===== config.mk =====
export PLATFORM = sky130hd
export DESIGN_NAME = mux_scan_capture
export DESIGN_NICKNAME = d
export VERILOG_FILES = /design/src/rtl/mux_scan_capture.sv
export SDC_FILE = /design/constraint.sdc
export NUM_CORES = 1
export LEC_CHECK = 0
export CAP_MARGIN = 20
export CELL_PAD_IN_SITES_DETAIL_PLACEMENT = 2
export CELL_PAD_IN_SITES_GLOBAL_PLACEMENT = 2
export CORE_ASPECT_RATIO = 1.4
export CORE_MARGIN = 1.5
export CORE_UTILIZATION = 39
export CTS_BUF_LIST = sky130_fd_sc_hd__clkbuf_4 sky130_fd_sc_hd__clkbuf_8
export DETAILED_ROUTE_END_ITERATION = 8
export HOLD_SLACK_MARGIN = 0.03
export PLACE_DENSITY = 0.93
export SLEW_MARGIN = 20
export SYNTH_ARGS = -nofsm -noshare
export SYNTH_HDL_FRONTEND = slang
export SYNTH_SLANG_ARGS = --single-unit

===== constraint.sdc =====
create_clock -name clock -period 2.82 [get_ports clock]
set_input_delay 0.564 -clock clock [delete_from_list [all_inputs] [get_ports clock]]
set_output_delay 0.564 -clock clock [all_outputs]
set_load 0.005 [all_outputs]

===== src/rtl/mux_scan_capture.sv =====
// Steps an 8:1 mux select through every input, waits SETTLE_CYCLES after each change, samples one bit.
// A full scan takes NUM_INPUTS*(SETTLE_CYCLES+1) cycles from the start edge to done; abort cancels with no done.
module mux_scan_capture #(
  parameter int NUM_INPUTS    = 8,
  parameter int SEL_WIDTH     = 3,
  parameter int SETTLE_CYCLES = 1
) (
  input  logic                   clock,
  input  logic                   reset,
  input  logic                   start,
  input  logic                   abort,
  input  logic                   mux_out,
  output logic [SEL_WIDTH-1:0]   mux_sel,
  output logic                   mux_enable_n,
  output logic                   busy,
  output logic                   done,
  output logic [0:NUM_INPUTS-1]  data
);

  localparam logic [0:0]           S_IDLE   = 1'b0;
  localparam logic [0:0]           S_SCAN   = 1'b1;
  localparam logic [SEL_WIDTH-1:0] LAST_SEL = SEL_WIDTH'(NUM_INPUTS - 1);
  localparam logic [3:0]           SETTLE   = 4'(SETTLE_CYCLES);

  logic [0:0]            r_state;
  logic [3:0]            r_wait;
  logic [0:NUM_INPUTS-1] r_shadow;
  logic [0:NUM_INPUTS-1] w_merged;

  // Shadow word with the bit being sampled this edge already in place.
  always_comb begin
    w_merged          = r_shadow;
    w_merged[mux_sel] = mux_out;
  end

  always_ff @(posedge clock or posedge reset) begin
    if (reset) begin
      r_state      <= S_IDLE;
      r_wait       <= 4'd0;
      r_shadow     <= '0;
      mux_sel      <= '0;
      mux_enable_n <= 1'b1;
      busy         <= 1'b0;
      done         <= 1'b0;
      data         <= '0;
    end else begin
      case (r_state)
        S_IDLE: begin
          done <= 1'b0;
          if (start && !abort) begin
            r_state      <= S_SCAN;
            mux_sel      <= '0;
            mux_enable_n <= 1'b0;
            busy         <= 1'b1;
            r_wait       <= SETTLE;
            r_shadow     <= '0;
          end
        end
        S_SCAN: begin
          if (abort) begin
            r_state      <= S_IDLE;
            mux_sel      <= '0;
            mux_enable_n <= 1'b1;
            busy         <= 1'b0;
          end else if (r_wait != 4'd0) begin
            r_wait <= r_wait - 4'd1;
          end else begin
            r_shadow <= w_merged;
            if (mux_sel == LAST_SEL) begin
              data         <= w_merged;
              done         <= 1'b1;
              busy         <= 1'b0;
              mux_enable_n <= 1'b1;
              mux_sel      <= '0;
              r_state      <= S_IDLE;
            end else begin
              mux_sel <= mux_sel + SEL_WIDTH'(1);
              r_wait  <= SETTLE;
            end
          end
        end
      endcase
    end
  end

endmodule


==> flow_metrics.py <==
metrics = {
    "status": {
        "status": "finished, final reports clean",
    },
    "yosys": {
        "syn_nets": 137,
        "synth-seq-cells": 27,
        "yosysWarnings": 0,
        "async_flop_share": 1.00,
        "synthCells": 129,
        "synthDistinctLibCells": 32,
        "synth_edf_count": 0,
        "synth_top_area_frac": 0.463,
        "yosys.cell_count.top_type": "mux2i_1",
        "synth_ff_type": "dfrtp_1",
        "synth_area_leaders": "dfrtp_1 (46%), mux2i_1 (19%), inv_1 (3.2%)",
        "syn_area_mm2": 0.00140,
        "netlist.top_cell.by_area": "dfrtp_1",
        "synth_common_cells": "mux2i_1 (27), dfrtp_1 (26), inv_1 (12), nand2_1 (12), o21ai_0 (6)",
        "avgSynthCellArea_um2": 10.9,
        "ys_seq_area_frac": 0.482,
    },
    "drt": {
        "wl_per_cell_um": 18.7,
        "via_per_inst": 5.41,
        "dr.pass1.iters": 2,
        "wirelength_um": 3460,
        "drt_iter0_drc": 8,
        "dr_total_vias": 1000,
        "drtAntennaViolNets": 0,
        "drc_errors": 0,
    },
    "critical_path": {
        "cp-start-kind": "flip-flop",
        "max_stage_delay_ns": 0.60,
        "cp_data_required_time_ns": 2.26,
        "cp_top_family": "flip-flops",
        "path_class": "reg -> out",
        "r2r-start": "r_wait[1]$_DFFE_PP0P_",
        "cp_num_buf_inv": 1,
        "crit_chain": "clkdlybuf4s50_1",
        "crit_slowest_cell": "dfrtp_1",
        "rr_worst_depth": 3,
        "arrival_ns": 1.45,
        "crit_path_end_kind": "output port",
        "rrSetupSlack_ns": 0.91,
        "critPathMaxFanout": 13,
        "worstReg2RegEnd": "data[0]$_DFFE_PP0P_",
    },
    "cts": {
        "cts_made_buffers": 3,
        "htree_levels": 1,
        "clkSinkCount": 27,
        "clock-root-buffer": "clkbuf_8",
        "cts-hold-fix-buffers": 0,
        "clock_latency_ns": 0.27,
        "path_clk_slew_ns": 0.09,
        "clk_path_buf_depth": 2,
        "postCtsSetupRepairBufs": 0,
        "cts_tree": "done",
        "cts_resized": 0,
    },
    "grt": {
        "grt_pass1_wl_um": 5670,
        "antenna_found_initial": 0,
        "grt_max_degree": 28,
        "gr-total-overflow": 0,
        "grt_pass1_vias": 1172,
        "grtUsageTotal": 0.193,
    },
    "hold_path": {
        "whs_endpoint": "mux_enable_n$_DFFE_PP1P_",
        "min_from": "mux_enable_n$_DFFE_PP1P_",
        "min_path_type": "reg -> reg",
        "hold_depth": 2,
    },
    "sta": {
        "finalSetupViolCount": 0,
        "slew_violations": 0,
        "worst_slew_margin_rel": 0.443,
        "period_share": 0.715,
        "rsz0062_at_grt": "false",
        "worstMarginPinSlew_ns": 0.830,
        "setup_tns_ns": 0,
        "period_needed_ns": 2.02,
        "fmax_mhz": 496,
        "hold_viol": 0,
        "fin_skew_ns": 0.00329,
    },
    "die": {
        "rows": 25,
        "die_y_um": 74.0,
        "die_w_um": 53.7,
        "io_pins": 19,
        "dieArea_mm2": 0.00397,
        "core_area_mm2": 0.00341,
        "start_util": 0.412,
    },
    "power": {
        "p_leak_nw": 0.865,
        "power_density_mw_per_mm2": 496,
        "irDropWorstVdd_mv": 0.280,
        "switchingPower_uw": 235,
        "power.internal_uw": 589,
        "pwr-share-clk": 0.282,
        "power_frac_seq": 0.547,
        "swShare": 0.285,
        "p_comb_frac": 0.170,
    },
    "cells_and_area": {
        "fill_cells": 350,
        "layout.nets": 154,
        "final_core_utilization": 0.488,
        "drive_above_1_share": 0.0966,
        "area_growth_pct": 18.4,
        "antenna_cells": 0,
    },
    "placement": {
        "hpwl_um": 2530,
        "gp_congestion": 0.721,
        "portBuffers": 18,
    },
    "run": {
        "cap_violations": 0,
    },
}
power groups by stage:
stage / registers [mW] / logic, mW / clock network, mW
after floorplan: 0.435 / 0.110 / 0
after global placement: 0.455 / 0.134 / 0
after detailed placement: 0.459 / 0.143 / 0
after CTS: 0.452 / 0.143 / 0.240
after global routing: 0.455 / 0.155 / 0.247
final: 0.451 / 0.140 / 0.233
placed cells by master, fill, tap and decap left out, types with 3 or more instances in the layout:
cell type        netlist  layout
o21ai_0                6       6
ha_1                   3       3
nand3b_1               3       3
inv_1                 12      12
mux2i_1               27      27
clkdlybuf4s50_1        0      18
nand2_1               12      12
dfrtp_1               26      26
nor3b_1                3       3
nor2_1                 4       4
o2bb2ai_1              3       3
clkbuf_8               0       3
registers in the layout, summed over array words and instances (netlist names):
register,cells
data,8
r_shadow,8
r_wait,4
mux_sel,3
busy,1
done,1
mux_enable_n,1
r_state,1
cell families after synthesis:
kind of cell               after synthesis  synth area share
muxes                                   27             0.193
DFF                                     27             0.482
adders and majority gates                3            0.0267
AOI/OAI and AO/OA                       18            0.0900
and+or+nand+nor                         35             0.157
buffers and inverters                   19            0.0517
layout make-up:
class	instances	area, um2	share of cell area
Clock buffer	4	48.8	0.0293
Inverter	12	45.0	0.0271
Multi-Input combinational cell	83	654	0.394
Sequential cell	27	677	0.407
Tap cell	40	50.0	0.0301
Timing Repair Buffer	19	188	0.113
how the worst max path moves through the flow:
stage / from / endpoint / slack (ns) / depth (start not counted)
2_1_floorplan: r_wait[1]$_DFFE_PP0P_ / r_wait[1]$_DFFE_PP0P_ / 1.20 / 3
3_3_place_gp: abort / r_shadow[2]$_DFFE_PP0P_ / 0.78 / 4
3_5_place_dp: abort / data[0]$_DFFE_PP0P_ / 0.71 / 4
4_1_cts: mux_sel[2]$_DFFE_PP0P_ / mux_sel[2] / 0.79 / 1
5_1_grt: mux_sel[2]$_DFFE_PP0P_ / mux_sel[2] / 0.72 / 1
6_report: mux_sel[0]$_DFFE_PP0P_ / mux_sel[0] / 0.80 / 1
metal layers:
layer / wire, um / GRT usage / vias up
li1: - / - / 474
met1: 1460 / 0.220 / 511
met2: 1890 / 0.363 / 11
met3: 64 / 0.0221 / 4
met4: 38 / 0.0598 / 0
met5: 0 / 0 / -
per-stage QoR:
stage	power [mW]	worst slack [ns]	std cells	hold WS (ns)	cell area (um2)
finish	0.824	0.803	185	0.506	1660
CTS	0.835	0.788	185	0.513	1660
floorplan	0.545	1.20	129	0.468	1400
global route	0.857	0.722	185	0.526	1660
detailed placement	0.602	0.706	181	0.498	1610
global placement	0.589	0.780	181	0.478	1610
No activity file was read; power rests on OpenSTA's default activity.
